--- src/rtl/spislave_swc_if.sv ---
// spislave_swc_if: SPI lines, mode config, tx/rx word handshake and status of the SPI slave endpoint.
interface spislave_swc_if;
  logic cpol, cpha, dff, lsbfirst;
  logic sck, mosi, miso;
  logic [15:0] tx_data;
  logic tx_valid, tx_ready;
  logic [15:0] rx_data;
  logic rx_valid, rx_ready;
  logic busy, overrun, frame_err;
  modport master (
    output cpol, cpha, dff, lsbfirst, sck, mosi, tx_data, tx_valid, rx_ready,
    input miso, tx_ready, rx_data, rx_valid, busy, overrun, frame_err
  );
  modport slave (
    input cpol, cpha, dff, lsbfirst, sck, mosi, tx_data, tx_valid, rx_ready,
    output miso, tx_ready, rx_data, rx_valid, busy, overrun, frame_err
  );
endinterface

--- src/rtl/spislave_swc.sv ---
// spislave_swc: oversampling SPI slave, 8/16-bit frames, valid/ready word ports.
// Define SPISLV_ECHO_EN to transmit the last received word when no tx word is offered.
module spislave_swc #(
  parameter int SYNC_STAGES = 2,
  parameter int TIMEOUT = 256,
  parameter logic [15:0] TX_IDLE_WORD = 16'h0000
) (
  input logic pclk,
  input logic prst,
  spislave_swc_if.slave bus
);
  typedef enum logic [1:0] {IDLE, ACTIVE, DONE} state_t;
  localparam int TW = $clog2(TIMEOUT + 1);
  state_t state;
  logic [SYNC_STAGES-1:0] sck_sync, mosi_sync;
  logic sck_s, mosi_s, sck_d, loaded;
  logic rise, fall, sample_edge, shift_edge, lead;
  logic [4:0] bit_cnt, n_bits;
  logic [TW-1:0] idle_cnt;
  logic [15:0] rx_sh, tx_sh, tx_nxt, rx_in, rx_word, load_word;
  assign sck_s = sck_sync[SYNC_STAGES-1];
  assign mosi_s = mosi_sync[SYNC_STAGES-1];
  assign rise = sck_s & ~sck_d;
  assign fall = ~sck_s & sck_d;
  assign sample_edge = (bus.cpol ^ bus.cpha) ? fall : rise;
  assign shift_edge = (bus.cpol ^ bus.cpha) ? rise : fall;
  // only an edge leaving the idle level may open a frame; the trailing edge of a cpha=0 frame lands in IDLE
  assign lead = (rise | fall) && (sck_s != bus.cpol);
  assign n_bits = bus.dff ? 5'd16 : 5'd8;
  assign tx_nxt = bus.lsbfirst ? {1'b0, tx_sh[15:1]} : {tx_sh[14:0], 1'b0};
  assign rx_in = bus.lsbfirst ? {mosi_s, rx_sh[15:1]} : {rx_sh[14:0], mosi_s};
  assign rx_word = bus.dff ? rx_sh : {8'h00, bus.lsbfirst ? rx_sh[15:8] : rx_sh[7:0]};
`ifdef SPISLV_ECHO_EN
  assign load_word = bus.tx_valid ? bus.tx_data : bus.rx_data;
`else
  assign load_word = bus.tx_valid ? bus.tx_data : TX_IDLE_WORD;
`endif
  always_ff @(posedge pclk) begin
    if (prst) begin
      state <= IDLE;
      sck_sync <= {SYNC_STAGES{bus.cpol}};
      mosi_sync <= '0;
      sck_d <= bus.cpol;
      loaded <= 1'b0;
      bit_cnt <= '0;
      idle_cnt <= '0;
      rx_sh <= '0;
      tx_sh <= '0;
      bus.miso <= 1'b0;
      bus.tx_ready <= 1'b0;
      bus.rx_data <= '0;
      bus.rx_valid <= 1'b0;
      bus.busy <= 1'b0;
      bus.overrun <= 1'b0;
      bus.frame_err <= 1'b0;
    end else begin
      sck_sync <= {sck_sync[SYNC_STAGES-2:0], bus.sck};
      mosi_sync <= {mosi_sync[SYNC_STAGES-2:0], bus.mosi};
      sck_d <= sck_s;
      bus.tx_ready <= 1'b0;
      bus.frame_err <= 1'b0;
      if (bus.rx_valid && bus.rx_ready) bus.rx_valid <= 1'b0;
      case (state)
        IDLE: begin
          if (!loaded) begin
            loaded <= 1'b1;
            tx_sh <= (bus.lsbfirst || bus.dff) ? load_word : {load_word[7:0], 8'h00};
            bus.miso <= bus.lsbfirst ? load_word[0] : bus.dff ? load_word[15] : load_word[7];
            bus.tx_ready <= bus.tx_valid;
            rx_sh <= '0;
            bit_cnt <= '0;
            idle_cnt <= '0;
          end else if (lead) begin
            state <= ACTIVE;
            bus.busy <= 1'b1;
            if (sample_edge) begin
              rx_sh <= rx_in;
              bit_cnt <= 5'd1;
            end
          end
        end
        ACTIVE: begin
          idle_cnt <= (sck_s == bus.cpol) ? idle_cnt + 1'b1 : '0;
          if (sample_edge) begin
            rx_sh <= rx_in;
            bit_cnt <= bit_cnt + 5'd1;
            if (bit_cnt + 5'd1 == n_bits) state <= DONE;
          end
          if (shift_edge) begin
            tx_sh <= tx_nxt;
            bus.miso <= bus.lsbfirst ? tx_nxt[0] : tx_nxt[15];
          end
          if (sck_s == bus.cpol && idle_cnt == TW'(TIMEOUT - 1)) begin
            state <= IDLE;
            bus.busy <= 1'b0;
            loaded <= 1'b0;
            bus.frame_err <= 1'b1;
          end
        end
        DONE: begin
          if (bus.rx_valid && !bus.rx_ready) bus.overrun <= 1'b1;
          else begin
            bus.rx_data <= rx_word;
            bus.rx_valid <= 1'b1;
          end
          state <= IDLE;
          bus.busy <= 1'b0;
          loaded <= 1'b0;
          bit_cnt <= '0;
        end
        default: state <= IDLE;
      endcase
    end
  end
endmodule

--- src/flat_wrapper.sv ---
// flat-port wrapper written by rule: the top's interface ports become plain ports
module spislave_swc_flat 
#(
  parameter int SYNC_STAGES = 2,
  parameter int TIMEOUT = 256,
  parameter logic [15:0] TX_IDLE_WORD = 16'h0000
)
  (pclk, prst, bus_cpol, bus_cpha, bus_dff, bus_lsbfirst, bus_sck, bus_mosi, bus_tx_data, bus_tx_valid, bus_rx_ready, bus_miso, bus_tx_ready, bus_rx_data, bus_rx_valid, bus_busy, bus_overrun, bus_frame_err);
  spislave_swc_if bus_i ();
  input logic pclk;
  input logic prst;
  input wire logic [$bits(bus_i.cpol)-1:0] bus_cpol;
  input wire logic [$bits(bus_i.cpha)-1:0] bus_cpha;
  input wire logic [$bits(bus_i.dff)-1:0] bus_dff;
  input wire logic [$bits(bus_i.lsbfirst)-1:0] bus_lsbfirst;
  input wire logic [$bits(bus_i.sck)-1:0] bus_sck;
  input wire logic [$bits(bus_i.mosi)-1:0] bus_mosi;
  input wire logic [$bits(bus_i.tx_data)-1:0] bus_tx_data;
  input wire logic [$bits(bus_i.tx_valid)-1:0] bus_tx_valid;
  input wire logic [$bits(bus_i.rx_ready)-1:0] bus_rx_ready;
  output wire logic [$bits(bus_i.miso)-1:0] bus_miso;
  output wire logic [$bits(bus_i.tx_ready)-1:0] bus_tx_ready;
  output wire logic [$bits(bus_i.rx_data)-1:0] bus_rx_data;
  output wire logic [$bits(bus_i.rx_valid)-1:0] bus_rx_valid;
  output wire logic [$bits(bus_i.busy)-1:0] bus_busy;
  output wire logic [$bits(bus_i.overrun)-1:0] bus_overrun;
  output wire logic [$bits(bus_i.frame_err)-1:0] bus_frame_err;
  assign bus_i.cpol = bus_cpol;
  assign bus_i.cpha = bus_cpha;
  assign bus_i.dff = bus_dff;
  assign bus_i.lsbfirst = bus_lsbfirst;
  assign bus_i.sck = bus_sck;
  assign bus_i.mosi = bus_mosi;
  assign bus_i.tx_data = bus_tx_data;
  assign bus_i.tx_valid = bus_tx_valid;
  assign bus_i.rx_ready = bus_rx_ready;
  assign bus_miso = bus_i.miso;
  assign bus_tx_ready = bus_i.tx_ready;
  assign bus_rx_data = bus_i.rx_data;
  assign bus_rx_valid = bus_i.rx_valid;
  assign bus_busy = bus_i.busy;
  assign bus_overrun = bus_i.overrun;
  assign bus_frame_err = bus_i.frame_err;
  spislave_swc #(.SYNC_STAGES(SYNC_STAGES), .TIMEOUT(TIMEOUT), .TX_IDLE_WORD(TX_IDLE_WORD)) u_core (.pclk(pclk), .prst(prst), .bus(bus_i));
endmodule
--- config.mk ---
export PLATFORM = sky130hd
export DESIGN_NAME = spislave_swc_flat
export DESIGN_NICKNAME = d
export VERILOG_FILES = /design/src/rtl/spislave_swc_if.sv /design/src/rtl/spislave_swc.sv /design/src/flat_wrapper.sv
export SDC_FILE = /design/constraint.sdc
export NUM_CORES = 1
export LEC_CHECK = 0
export CORE_MARGIN = 2
export CORE_UTILIZATION = 50
export DETAILED_ROUTE_END_ITERATION = 7
export GPL_TIMING_DRIVEN = 0
export PLACE_DENSITY = 0.74
export SLEW_MARGIN = 20
export SYNTH_ARGS = -nofsm -noshare
export SYNTH_HDL_FRONTEND = slang
export SYNTH_SLANG_ARGS = --single-unit
--- constraint.sdc ---
create_clock -name pclk -period 2.6 [get_ports pclk]
set_clock_uncertainty 0.2 [all_clocks]
set_input_delay 0.65 -clock pclk [delete_from_list [all_inputs] [get_ports pclk]]
set_output_delay 0.65 -clock pclk [all_outputs]
set_load 0.01 [all_outputs]
==> results.toml, run 1 <==
[timing]
tightestPinTransition_ns = 0.782
setup_violations = 0
slew_viol_final = 0
period_needed_ns = 2.49
timing.final.ws_setup_ns = 0.113
grt_setup_unrepaired = "no"
finalHoldViolCount = 0
hold_slack_ns = 0.247
fin_setup_tns_ns = 0
slew_headroom_pct = 47.7
fmax_mhz = 402
post-route-period-util_pct = 95.7

[worst_setup_path]
setup.worst_path.class = "primary input to flip-flop"
crit_fanout = 9
critPathLaunchType = "primary input"
cp.arrival_ns = 2.52
cp-end-kind = "flip-flop"
required_ns = 2.64

[die]
die_y_um = 90.0
fp.dieW_um = 90.0
core_area_um2 = 7210
io-pin-count = 48
die_area_um2 = 8090
start_util_pct = 51.2
rows = 31

[min_path]
worstHoldPathType = "flip-flop to flip-flop"

[global_routing]
grt_pass1_wl_mm = 14.8
grt_pass1_vias = 3129
grt_usage_pct = 22.3
grt_max_degree = 15
antenna_found_initial = 0
grt_overflow = 0

[power_and_ir_drop]
peakVddDrop_v = 0.000375
p_comb_share_pct = 35.8
powerDensity_nw_per_um2 = 869
p_sw_share_pct = 39.1
pwr-share-clk_pct = 23.8
totalPowerFinal_mw = 3.89
p_int_mw = 2.37
p_switching_mw = 1.52
seq_power_share_pct = 40.4
leakage_nw = 1.64

[layout]
stdcell_count = 590
drive_gt1_share_pct = 7.13
areaGrowthSynthToFinish_pct = 21.1
fin_util_pct = 62.0
antenna_cells = 0
final_nets = 521
fin_area_um2 = 4470

[yosys]
yosysMostFrequentCell = "nor2_1"
synth_common_cells = "81 x nor2_1, 76 x dfxtp_1, 42 x a211oi_1, 42 x mux2i_1, 40 x a21oi_1"
ys_seq_elements = 76
synth_top_cell_by_area = "dfxtp_1"
synthDistinctLibCells = 38
ys_seq_area_share_pct = 41.2
synth_nets = 465
synth.avg_cell_area_um2 = 8.59
async_reset_ff_share_pct = 0
synth_edf_count = 0
syn_area_um2 = 3690
syn_inst = 430
ys.flop_type = "dfxtp_1"
synthTopCellsByArea = "dfxtp_1 41%, mux2i_1 11%, a211oi_1 8.5%"
ys_warn_count = 0
synth_top_area_share_pct = 41.2

[clocking]
clock_latency_ns = 0.37
clkTransAtPathRegs_ns = 0.08
htree_levels = 3
cts_tree = "done"
cts_root_buf = "clkbuf_8"
numCtsBuffers = 9
cts_num_sinks = 76
clk_path_buf_depth = 2

[placement]
pre_cts_slack_ns = -0.261
place_inst = 574
place_congestion = 0.899
dpl_cell_area_um2 = 4270
port_buffers = 45
dp_hpwl_mm = 6.28

[route]
drc = 0
drt_first_pass_iters = 4
drt-total-wl_mm = 8.68
antenna_left = 0
viasPerCell = 5.50
routedWlPerCell_um = 14.7
drt-initial-drc-count = 228
num_vias = 3243

[job]
maxCapViolations = 0

[run_status]
status = "completed"
-- state kept, by name (all words and copies together), names as in the netlist --
name,cells
u_core.bus.rx_data,16
u_core.rx_sh,16
u_core.tx_sh,16
u_core.idle_cnt,9
u_core.bit_cnt,5
u_core.mosi_sync,2
u_core.sck_sync,2
u_core.state,2
u_core.bus.busy,1
u_core.bus.frame_err,1
u_core.bus.miso,1
u_core.bus.overrun,1
u_core.bus.rx_valid,1
u_core.bus.tx_ready,1
u_core.loaded,1
u_core.sck_d,1
-- placed cells by master (no fill, tap or decap), types with 4 or more instances in the layout --
cell,synthesis,final
a211oi_1,42,42
a21oi_1,40,39
and3_1,5,5
buf_2,7,7
clkbuf_1,17,17
clkbuf_8,0,9
clkdlybuf4s50_1,0,45
clkinv_4,0,4
dfxtp_1,76,76
ha_1,9,9
inv_1,12,12
mux2_2,8,8
mux2i_1,42,42
nand2_1,19,19
nand3_1,15,15
nor2_1,81,81
nor2b_1,7,7
nor3b_1,7,7
o21ai_0,11,11
-- worst paths after layout --
check | from | to | slack (ns) | cells past startpoint
worst min register to register | u_core.sck_sync[0] | u_core.sck_sync[1] | 0.25 | 2
worst max-delay path | bus_dff | u_core.tx_sh[13] | 0.11 | 5
worst max register to register | u_core.idle_cnt[0] | u_core.state[0] | 0.17 | 9
worst min-delay path | u_core.sck_sync[0] | u_core.sck_sync[1] | 0.25 | 2
-- what timing repair did --
item	4_1_cts	5_1_grt
hold buffers	0	0
endpoints found under the hold margin	0	0
buffers inserted	0	0
endpoints found under the setup margin	0	14
resized for setup	0	2
-- cell families (layout without fill, tap and decap cells) --
logic type | Yosys count | after routing | synth area share, %
buffers and inverters | 40 | 101 | 4.51
AND/OR/NAND/NOR | 142 | 142 | 17.1
flip-flops | 76 | 76 | 41.2
adder cells (fa/ha/maj) | 9 | 9 | 3.05
XOR/XNOR | 4 | 4 | 1.15
AO/OA/AOI/OAI | 109 | 109 | 19.1
multiplexers | 50 | 50 | 13.8
-- critical path, stage by stage --
cell	delay (ns)
clkdlybuf4s50_1	0.53
nor2_1	0.66
mux2_2	0.43
a21oi_1	0.16
a211oi_1	0.08
-- layout make-up --
class	count	area, um2
multi-input cells	314	2010
clock buffers	9	124
repair buffers	45	450
fillers	680	2740
inverters	12	45.0
well taps	99	124
plain buffers	28	121
flip-flops and latches	76	1520
clock inverters	7	77.6
-- layer usage --
| layer | track usage, % | up-vias | part of all wire (%) |
|---|---|---|---|
| met5 | 0 | - | 0 |
| li1 | - | 1639 | - |
| met2 | 36.0 | 78 | 45 |
| met3 | 5.78 | 12 | 4.7 |
| met4 | 7.56 | 0 | 1.5 |
| met1 | 29.2 | 1514 | 49 |
-- power groups by stage --
stage / clock network [mW] / registers [mW] / logic, mW
3_5_place_dp: 0 / 1.59 / 1.37
2_1_floorplan: 0 / 1.53 / 1.03
4_1_cts: 0.940 / 1.56 / 1.38
6_report: 0.924 / 1.57 / 1.39
3_3_place_gp: 0 / 1.58 / 1.33
5_1_grt: 0.979 / 1.59 / 1.56
(Power assumes the default switching activity.)
==> run 2: changes to the inputs <==
Settings changed: SLEW_MARGIN 20 to unset.
==> results of run 2 <==
The final DEF is identical to that of run 1; final timing and power are the same.
